===== src/rtl/mem_port_arbiter_pkg.sv =====
// Shared types for the instruction/data memory port arbiter.
package mem_arb_pkg;
    typedef enum logic [1:0] {ARB_IDLE, ARB_INSTR, ARB_DATA} arb_state_t;
    typedef enum logic {GRANT_INSTR, GRANT_DATA} grant_t;
endpackage


===== src/rtl/mem_port_arbiter_if.sv =====
// Avalon-style memory port; master drives the request, slave answers with data/stall.
interface mem_port_arbiter_if #(
    parameter int ADDR_W = 32,
    parameter int DATA_W = 32
);
    logic                read;
    logic                write;
    logic [ADDR_W-1:0]   address;
    logic [DATA_W/8-1:0] byteenable;
    logic [DATA_W-1:0]   writedata;
    logic [DATA_W-1:0]   readdata;
    logic                waitrequest;

    modport master (output read, write, address, byteenable, writedata,
                    input  readdata, waitrequest);
    modport slave  (input  read, write, address, byteenable, writedata,
                    output readdata, waitrequest);
endinterface


===== src/rtl/mem_arb_req_latch.sv =====
// Grant-time copy of the winning request; the memory side is driven only from here.
module mem_arb_req_latch #(
    parameter int ADDR_W = 32,
    parameter int DATA_W = 32
) (
    input  logic                clk,
    input  logic                rst_n,
    input  logic                load,
    input  logic                clr,
    input  logic [ADDR_W-1:0]   ld_address,
    input  logic [DATA_W/8-1:0] ld_byteenable,
    input  logic [DATA_W-1:0]   ld_writedata,
    input  logic                ld_rd,
    input  logic                ld_wr,
    output logic [ADDR_W-1:0]   address,
    output logic [DATA_W/8-1:0] byteenable,
    output logic [DATA_W-1:0]   writedata,
    output logic                rd,
    output logic                wr
);
    always_ff @(posedge clk or negedge rst_n) begin
        if (!rst_n) begin
            address    <= '0;
            byteenable <= '0;
            writedata  <= '0;
            rd         <= 1'b0;
            wr         <= 1'b0;
        end else if (load) begin
            address    <= ld_address;
            byteenable <= ld_byteenable;
            writedata  <= ld_writedata;
            rd         <= ld_rd;
            wr         <= ld_wr;
        end else if (clr) begin
            // Only the strobes drop at completion; the bus fields keep their last value.
            rd <= 1'b0;
            wr <= 1'b0;
        end
    end
endmodule


===== src/rtl/mem_port_arbiter.sv =====
// Round-robin arbiter sharing one single-ported memory between fetch and data masters.
module mem_port_arbiter
    import mem_arb_pkg::*;
#(
    parameter int ADDR_W = 32,
    parameter int DATA_W = 32
) (
    input  logic               clk,
    input  logic               rst_n,
    mem_port_arbiter_if.slave  i_port,
    mem_port_arbiter_if.slave  d_port,
    mem_port_arbiter_if.master m_port
);
    arb_state_t state, nxt_state;
    grant_t     last_grant;
    logic       load, clr, sel_d, done_i, done_d;
    logic       req_i, req_d;
    logic [DATA_W-1:0] i_rdata_q, d_rdata_q;

    // Fetch port never writes; these fields exist only because the bus type is shared.
    logic unused_fetch_bits;
    assign unused_fetch_bits = &{1'b0, i_port.write, i_port.byteenable, i_port.writedata};

    assign req_i = i_port.read;
    assign req_d = d_port.read | d_port.write;

    always_ff @(posedge clk or negedge rst_n) begin
        if (!rst_n) begin
            state      <= ARB_IDLE;
            last_grant <= GRANT_DATA;
            i_rdata_q  <= '0;
            d_rdata_q  <= '0;
        end else begin
            state <= nxt_state;
            if (done_i) begin
                last_grant <= GRANT_INSTR;
                i_rdata_q  <= m_port.readdata;
            end
            if (done_d) begin
                last_grant <= GRANT_DATA;
                if (m_port.read) d_rdata_q <= m_port.readdata;
            end
        end
    end

    always_comb begin
        nxt_state = state;
        load      = 1'b0;
        clr       = 1'b0;
        sel_d     = 1'b0;
        done_i    = 1'b0;
        done_d    = 1'b0;
        case (state)
            ARB_IDLE: begin
                if (req_i && (!req_d || last_grant == GRANT_DATA)) begin
                    nxt_state = ARB_INSTR;
                    load      = 1'b1;
                end else if (req_d) begin
                    nxt_state = ARB_DATA;
                    load      = 1'b1;
                    sel_d     = 1'b1;
                end
            end
            ARB_INSTR: begin
                if (!m_port.waitrequest) begin
                    done_i    = 1'b1;
                    clr       = 1'b1;
                    nxt_state = ARB_IDLE;
                end
            end
            ARB_DATA: begin
                if (!m_port.waitrequest) begin
                    done_d    = 1'b1;
                    clr       = 1'b1;
                    nxt_state = ARB_IDLE;
                end
            end
            default: nxt_state = ARB_IDLE;
        endcase
    end

    mem_arb_req_latch #(.ADDR_W(ADDR_W), .DATA_W(DATA_W)) u_req_latch (
        .clk           (clk),
        .rst_n         (rst_n),
        .load          (load),
        .clr           (clr),
        .ld_address    (sel_d ? d_port.address : i_port.address),
        .ld_byteenable (sel_d ? d_port.byteenable : {(DATA_W/8){1'b1}}),
        .ld_writedata  (sel_d ? d_port.writedata : '0),
        // A read+write collision from the data master resolves to the write.
        .ld_rd         (sel_d ? (d_port.read & ~d_port.write) : 1'b1),
        .ld_wr         (sel_d & d_port.write),
        .address       (m_port.address),
        .byteenable    (m_port.byteenable),
        .writedata     (m_port.writedata),
        .rd            (m_port.read),
        .wr            (m_port.write)
    );

    assign i_port.waitrequest = req_i & ~done_i;
    assign d_port.waitrequest = req_d & ~done_d;
    assign i_port.readdata    = done_i ? m_port.readdata : i_rdata_q;
    assign d_port.readdata    = done_d ? m_port.readdata : d_rdata_q;
endmodule


===== src/flat_wrapper.sv =====
// flat-port wrapper written by rule: the top's interface ports become plain ports
module mem_port_arbiter_flat import mem_arb_pkg::*;
#(
    parameter int ADDR_W = 32,
    parameter int DATA_W = 32
)
  (clk, rst_n, i_port_read, i_port_write, i_port_address, i_port_byteenable, i_port_writedata, i_port_readdata, i_port_waitrequest, d_port_read, d_port_write, d_port_address, d_port_byteenable, d_port_writedata, d_port_readdata, d_port_waitrequest, m_port_read, m_port_write, m_port_address, m_port_byteenable, m_port_writedata, m_port_readdata, m_port_waitrequest);
  mem_port_arbiter_if #(.ADDR_W(ADDR_W), .DATA_W(DATA_W)) i_port_i ();
  mem_port_arbiter_if #(.ADDR_W(ADDR_W), .DATA_W(DATA_W)) d_port_i ();
  mem_port_arbiter_if #(.ADDR_W(ADDR_W), .DATA_W(DATA_W)) m_port_i ();
  input  logic clk;
  input  logic rst_n;
  input wire logic [$bits(i_port_i.read)-1:0] i_port_read;
  input wire logic [$bits(i_port_i.write)-1:0] i_port_write;
  input wire logic [$bits(i_port_i.address)-1:0] i_port_address;
  input wire logic [$bits(i_port_i.byteenable)-1:0] i_port_byteenable;
  input wire logic [$bits(i_port_i.writedata)-1:0] i_port_writedata;
  output wire logic [$bits(i_port_i.readdata)-1:0] i_port_readdata;
  output wire logic [$bits(i_port_i.waitrequest)-1:0] i_port_waitrequest;
  input wire logic [$bits(d_port_i.read)-1:0] d_port_read;
  input wire logic [$bits(d_port_i.write)-1:0] d_port_write;
  input wire logic [$bits(d_port_i.address)-1:0] d_port_address;
  input wire logic [$bits(d_port_i.byteenable)-1:0] d_port_byteenable;
  input wire logic [$bits(d_port_i.writedata)-1:0] d_port_writedata;
  output wire logic [$bits(d_port_i.readdata)-1:0] d_port_readdata;
  output wire logic [$bits(d_port_i.waitrequest)-1:0] d_port_waitrequest;
  output wire logic [$bits(m_port_i.read)-1:0] m_port_read;
  output wire logic [$bits(m_port_i.write)-1:0] m_port_write;
  output wire logic [$bits(m_port_i.address)-1:0] m_port_address;
  output wire logic [$bits(m_port_i.byteenable)-1:0] m_port_byteenable;
  output wire logic [$bits(m_port_i.writedata)-1:0] m_port_writedata;
  input wire logic [$bits(m_port_i.readdata)-1:0] m_port_readdata;
  input wire logic [$bits(m_port_i.waitrequest)-1:0] m_port_waitrequest;
  assign i_port_i.read = i_port_read;
  assign i_port_i.write = i_port_write;
  assign i_port_i.address = i_port_address;
  assign i_port_i.byteenable = i_port_byteenable;
  assign i_port_i.writedata = i_port_writedata;
  assign i_port_readdata = i_port_i.readdata;
  assign i_port_waitrequest = i_port_i.waitrequest;
  assign d_port_i.read = d_port_read;
  assign d_port_i.write = d_port_write;
  assign d_port_i.address = d_port_address;
  assign d_port_i.byteenable = d_port_byteenable;
  assign d_port_i.writedata = d_port_writedata;
  assign d_port_readdata = d_port_i.readdata;
  assign d_port_waitrequest = d_port_i.waitrequest;
  assign m_port_read = m_port_i.read;
  assign m_port_write = m_port_i.write;
  assign m_port_address = m_port_i.address;
  assign m_port_byteenable = m_port_i.byteenable;
  assign m_port_writedata = m_port_i.writedata;
  assign m_port_i.readdata = m_port_readdata;
  assign m_port_i.waitrequest = m_port_waitrequest;
  mem_port_arbiter #(.ADDR_W(ADDR_W), .DATA_W(DATA_W)) u_core (.clk(clk), .rst_n(rst_n), .i_port(i_port_i), .d_port(d_port_i), .m_port(m_port_i));
endmodule

===== config.mk =====
export PLATFORM = sky130hd
export DESIGN_NAME = mem_port_arbiter_flat
export DESIGN_NICKNAME = d
export VERILOG_FILES = /design/src/rtl/mem_port_arbiter_pkg.sv /design/src/rtl/mem_port_arbiter_if.sv /design/src/rtl/mem_arb_req_latch.sv /design/src/rtl/mem_port_arbiter.sv /design/src/flat_wrapper.sv
export SDC_FILE = /design/constraint.sdc
export NUM_CORES = 1
export LEC_CHECK = 0
export CAP_MARGIN = 20
export CORE_ASPECT_RATIO = 0.9
export CORE_UTILIZATION = 25
export DETAILED_ROUTE_END_ITERATION = 8
export PLACE_DENSITY_LB_ADDON = 0.1
export SYNTH_ARGS = -nofsm -noshare
export SYNTH_HDL_FRONTEND = slang
export SYNTH_SLANG_ARGS = --single-unit

===== constraint.sdc =====
create_clock -name clk -period 1.8 [get_ports clk]
set_clock_uncertainty 0.05 [all_clocks]
set_input_delay 0.54 -clock clk [delete_from_list [all_inputs] [get_ports clk]]
set_output_delay 0.54 -clock clk [all_outputs]
set_load 0.02 [all_outputs]

==> results of run 1 <==
[flip-flops by register name, indices dropped and copies added (netlist names)]
register                       cells
u_core.d_rdata_q                  32
u_core.i_rdata_q                  32
u_core.u_req_latch.address        32
u_core.u_req_latch.writedata      32
u_core.u_req_latch.byteenable      4
u_core.state                       2
u_core.last_grant                  1
u_core.u_req_latch.rd              1
u_core.u_req_latch.wr              1
[worst max-delay path, cell delays in order, from the launching register on]
cell	delay, ns
sky130_fd_sc_hd__dfrtp_1	0.40
sky130_fd_sc_hd__buf_4	0.14
sky130_fd_sc_hd__buf_6	0.11
sky130_fd_sc_hd__ha_4	0.15
sky130_fd_sc_hd__nor2b_4	0.14
sky130_fd_sc_hd__buf_12	0.13
sky130_fd_sc_hd__buf_16	0.14
sky130_fd_sc_hd__buf_8	0.13
sky130_fd_sc_hd__nand2_1	0.06
sky130_fd_sc_hd__nand2_1	0.06
sky130_fd_sc_hd__buf_6	0.13
[synthesized netlist by cell type, drive strengths merged]
| master | number |
|---|---|
| a21boi | 1 |
| ha | 3 |
| dfrtp | 136 |
| o32ai | 1 |
| and2 | 1 |
| o31a | 1 |
| nand2b | 2 |
| nand2 | 99 |
| a21bo | 1 |
| nor2b | 2 |
| o22a | 4 |
| nor2 | 37 |
| or2 | 1 |
| a22o | 32 |
| mux2 | 64 |
| o21ai | 33 |
| inv | 4 |
| a31o | 1 |
| a31oi | 32 |
| clkbuf | 8 |
| a21oi | 35 |
| o31ai | 1 |
| buf | 34 |
| dfstp | 1 |
| o22ai | 1 |
| a32o | 1 |
[logic make-up (layout without fill, tap and decap cells)]
family | Yosys count | after routing | synth area share
simple gates | 142 | 143 | 0.0946
flops | 137 | 137 | 0.579
fa+ha+maj | 3 | 3 | 0.00633
mux | 64 | 64 | 0.122
compound gates | 144 | 144 | 0.159
buf+inv | 46 | 406 | 0.0405
[power breakdown]
part           internal (mW)  leakage, nW  switching (mW)
sequential              4.64         1.64           0.737
clock                   2.20        0.277            1.46
combinational           6.63         3.27            6.50
[through the flow]
stage / cell area [µm²] / worst slack (ns) / hold slack [ns] / util / TNS [ns]
final: 11600 / -0.787 / 0.433 / 0.495 / -61.33
after detailed placement: 9470 / -1.17 / 0.429 / 0.406 / -124.28
after floorplan: 6180 / -0.120 / 0.194 / - / -3.39
after global placement: 9470 / -1.14 / 0.425 / 0.406 / -122.23
after global routing: 11600 / -0.869 / 0.457 / 0.495 / -70.19
after CTS: 10800 / -0.871 / 0.437 / 0.464 / -63.32
[metal layers]
| layer | global-route usage | routed length (µm) |
|---|---|---|
| met5 | 0 | 0 |
| met4 | 0.0676 | 489 |
| met3 | 0.0427 | 1190 |
| met2 | 0.286 | 11000 |
| met1 | 0.232 | 10300 |
[area by class of cell]
cell class	count	area share
tap	302	0.0327
clock buffer	19	0.0375
inverter	4	0.00130
timing repair buffer	370	0.352
clock inverter	13	0.0145
multi-input combinational	354	0.265
sequential	137	0.297
[worst paths after layout]
kind	from	to	slack, ns	cells after the start
worst max-delay path	u_core.state[1]	d_port_readdata[31]	-0.79	10
worst min-delay path	u_core.u_req_latch.byteenable[0]	u_core.u_req_latch.byteenable[0]	0.43	1
worst max register to register	u_core.state[1]	u_core.d_rdata_q[8]	-0.47	12
worst min register to register	u_core.u_req_latch.byteenable[0]	u_core.u_req_latch.byteenable[0]	0.43	1
max in group asynchronous	rst_n	u_core.u_req_latch.writedata[20]	0.56	3
min in group asynchronous	rst_n	u_core.i_rdata_q[6]	0.54	2
[repair_timing]
action | 4_1_cts | 5_1_grt
pin swaps | 7 | 59
hold endpoints to repair | 28 | 0
hold buffers | 1 | 0
gates resized for setup | 534 | 138
endpoints found under the setup margin | 200 | 143
cloned | 9 | 10
buffers inserted | 30 | 14
==> run summary, run 1 <==
The area used by sequential logic in the layout is 0.00343 mm². From left edge to right edge, the die measures 164 µm. Yosys printed 0 warnings. The final hold violation count is 0. Synthesis produced a netlist whose cell count is 536. The wire length of the first global-routing pass came out at 32900 µm. By startpoint and endpoint, the worst setup path is classified as reg -> out.

The number of pins exceeding their max-slew limit in the final report is 0. The synthesized netlist net count came out at 714. The number of placement rows came out at 53. The count of antenna-violating nets left after detailed routing came out at 0. In the post-synthesis netlist, the biggest area contributors are sky130_fd_sc_hd__dfrtp_1 57%, sky130_fd_sc_hd__mux2_2 12%, sky130_fd_sc_hd__nand2_1 6.2%.

The maximum achievable frequency came out at 0.387 GHz. The first-pass iteration count of the detailed router came out at 4. The multi-input combinational cells in the finished layout cover a total of 0.00307 mm².

The final critical-path share of the clock period came out at 1.44. The top cell type by total area after synthesis is sky130_fd_sc_hd__dfrtp_1. The library cell used most frequently in the layout, excluding fill and tap cells, is sky130_fd_sc_hd__dfrtp_1. The portion of synthesized cell area occupied by the leading cell type came out at 0.574.

The proportion of synthesized chip area in sequential cells is 0.579. The share of final-layout standard cells stronger than drive strength 1 is 0.414. The count of buffers added on input and output ports is 273. The tree built by TritonCTS fans out to 137 sinks. The checks that failed: negative setup slack.

The final-layout fill cell count came out at 2130. The TritonCTS clock tree is yes. The pin count of the biggest net entering global routing is 54.

The initial antenna violation count was 0. Along the worst path, the maximum fanout reaches 6. The flip-flop and latch count after synthesis is 137. The required time at the endpoint of the critical path came out at 1.21 ns. TritonCTS created 17 clock buffers. The summed instance area of the synthesized netlist came out at 0.00593 mm².

The number of inserted diodes is 0. The transition time of the tightest slew-check pin is 0.407 ns. From synthesis to final layout, the design area changed by 94.9%. The worst setup slack after layout came out at -0.787 ns. The cell total after placement is 1112. The number of global-route vias before repair was 5688. The min-delay analysis places its worst path in the category reg -> reg. The run finished, with violations left.

The cell chosen for the clock root is sky130_fd_sc_hd__clkbuf_16. The DRC violations left is 0. Setup violations remaining at the end of the flow were counted as 98. The number of primary I/O pins is 311.

The tool flagged a number of max-cap violations equal to 0. The core region is 0.0233 mm². The final weighted congestion in routability-driven placement came out at 0.782. The HPWL reported at the end of detailed placement is 13500 µm. The kind of launch point of the worst setup path is a flip-flop.

In the layout the commonest cells are 136 x sky130_fd_sc_hd__dfrtp_1, 135 x sky130_fd_sc_hd__clkdlybuf4s50_1, 84 x sky130_fd_sc_hd__buf_6. The via count came out at 5608. The number of nets in the finished design came out at 1062. The total power density per cell area is 1920 mW/mm².

The design draws 22.2 mW. No sink is reached through more buffers than the 2 on the longest clock path. The initial core utilization came out at 0.254. The number of DRC violations after detailed-routing iteration 0 is 207. The worst path in the final design needs a cycle of 2.59 ns, including I/O delays and setup. STA classifies the critical path endpoint as a primary output. In this run, distinct cell masters in the synthesized netlist total 31. CTS built an H-tree with a depth of 4. The wire length per cell after detailed routing came out at 19.2 µm. The arrival time at the worst endpoint is 2.00 ns. Setup repair after global routing could not meet its margin everywhere. The tightest slew margin relative to the limit is 0.728.

Clock-pin slew was measured on the worst setup and hold paths at 0.06 ns. In this run the static leakage power is 5.19 nW. Leaving out filler cells and counting taps, the final layout contains 1199. The die covers 0.0243 mm². In the global route stage, overall resource usage came out at 0.178. The maximum VDD drop is 0.865 mV. The final routed wirelength across all metal layers came out at 23000 µm. The y dimension of the die is 148 µm. The worst-skew pair later-pin latency is 0.42 ns. The remaining global-route overflow came out at 0.

The mean instance size in the synthesized netlist is 11.1 µm². The post-detailed-route via-to-cell ratio is 4.68.
No activity file was read; power rests on OpenSTA's default activity.
==> run 2, diff against run 1 <==
- CTS_CLUSTER_DIAMETER: unset -> 50
- GPL_TIMING_DRIVEN: unset -> 1
- HOLD_SLACK_MARGIN: unset -> 0.02
==> results of run 2 <==
No change in the layout: final DEF, timing and power equal those of run 1.
==> RTL change, RTL diff (settings of run 2) <==
`ADDR_W` is set to 32 in 4 places; all go to 40.
--- a/src/rtl/mem_port_arbiter_if.sv
+++ b/src/rtl/mem_port_arbiter_if.sv
@@ -2,3 +2,3 @@
 interface mem_port_arbiter_if #(
-    parameter int ADDR_W = 32,
+    parameter int ADDR_W = 40,
     parameter int DATA_W = 32
--- a/src/rtl/mem_arb_req_latch.sv
+++ b/src/rtl/mem_arb_req_latch.sv
@@ -2,3 +2,3 @@
 module mem_arb_req_latch #(
-    parameter int ADDR_W = 32,
+    parameter int ADDR_W = 40,
     parameter int DATA_W = 32
--- a/src/rtl/mem_port_arbiter.sv
+++ b/src/rtl/mem_port_arbiter.sv
@@ -4,3 +4,3 @@
 #(
-    parameter int ADDR_W = 32,
+    parameter int ADDR_W = 40,
     parameter int DATA_W = 32
--- a/src/flat_wrapper.sv
+++ b/src/flat_wrapper.sv
@@ -3,3 +3,3 @@
 #(
-    parameter int ADDR_W = 32,
+    parameter int ADDR_W = 40,
     parameter int DATA_W = 32
Ports: changed (resized d_port_address, i_port_address and m_port_address); port bits go from 311 to 335. No check against the original RTL was run, so the function may have changed too.
==> RTL change against run 2 <==
- the flow still finishes with violations (setup timing)
- worst setup slack better by 19 ps
- sequential cell count is 8 higher
- count of clock-buffer cells in the layout stayed put
- routed wire length is 2.4% higher
- cell count is 6.5% higher
- power is 7.7% lower
- synthesized area is 6.4% higher
- synthesized cell count is 8.6% higher
- design area is 3.4% lower
- via count is 5.1% higher
==> RTL change: results (changes against run 2) <==
metric,value,unit,change
num-nonclk-buffers,375,,was 370
clkCellAreaFrac,4.80,%,was 5.20%
synthAdderAreaFrac,0.595,%,was 0.633%
synth.avg_cell_area,10.8,um2,was 11.1 um2
synth_nets,776,,was 714
multi_input_area,0.00269,mm2,was 0.00307 mm2
stdcell_count,1277,,was 1199
reg2reg_slack,-200,ps,was -470 ps
synthTopCellsByArea,"dfrtp_1 (57%), mux2_2 (11%), nand2_1 (5.8%)",,"was dfrtp_1 (57%), mux2_2 (12%), nand2_1 (6.2%)"
ys_ff_latch,145,,was 137
timing.rr.end,u_core.d_rdata_q[20],,was u_core.d_rdata_q[8]
worstPathMaxFanout,5,,was 6
hold_slack,435,ps,was 433 ps
gp_congestion,0.742,,was 0.782
preCtsSetupSlack,-1180,ps,was -1170 ps
crit_path_end,i_port_readdata[2],,was d_port_readdata[31]
nNetsFinal,1122,,was 1062
grt_max_degree,57,,was 54
place_hpwl,15000,um,was 13500 um
area_growth,76.9,%,was 94.9%
non_clock_buffer_area_share,34.6,%,was 35.2%
yosysSeqAreaShare,57.5,%,was 57.9%
place_area,0.0102,mm2,was 0.00947 mm2
ir_drop,740,uV,was 865 uV
grt_pass1_vias,6274,,was 5688
drtIter0Drc,336,,was 207
grtUsageTotal,18.2,%,was 17.8%
drt_wl_total,23500,um,was 23000 um
dp_cells,1213,,was 1112
p_leak,5.04,nW,was 5.19 nW
post-cts-setup-buffers,16,,was 30
cts_resized,435,,was 534
synth_compound_area_share,17.0,%,was 15.9%
r2r.worst_path.cells,8,,was 12
drive_gt1_share,30.4,%,was 41.4%
worst_pin_slew,436,ps,was 407 ps
violations,setup timing,,unchanged
tns,-48320,ps,was -61330 ps
wl_met1,10500,um,was 10300 um
setup_viol,98,,unchanged
final.fill_count,2322,,was 2130
regArea,0.00363,mm2,was 0.00343 mm2
status,"finished, violations left",,unchanged
met2_length,11500,um,was 11000 um
die-area,0.0259,mm2,was 0.0243 mm2
setup_ws,-768,ps,was -787 ps
## RTL change: changes by cell type after synthesis, moves of 2 or more
cell,change
a21oi_1,+8
a31oi_1,+8
dfrtp_1,+8
nor2_1,+8
o21ai_0,+8
clkbuf_1,+7
buf_4,-3
buf_6,+2
## RTL change: power by group
group	leakage, nW	switching (mW)	internal [mW]	total, mW
clock	0.249	1.53	1.79	3.32
combinational	3.06	6.04	5.42	11.5
sequential	1.73	0.776	4.91	5.69
total	5.04	8.35	12.1	20.5
## RTL change: logic make-up (layout without fill, tap and decap cells)
| logic type | after synthesis | after routing |
|---|---|---|
| compound gates | 168 | 168 |
| fa+ha+maj | 3 | 3 |
| buf+inv | 52 | 411 |
| flops | 145 | 145 |
| mux | 64 | 64 |
| simple gates | 150 | 150 |
## RTL change: per-layer routing
layer  vias to the layer above  track usage, %
li1                       2742               -
met1                      2937            22.9
met2                       193            30.4
met3                        24            4.21
met4                         0            6.13
met5                         -               0
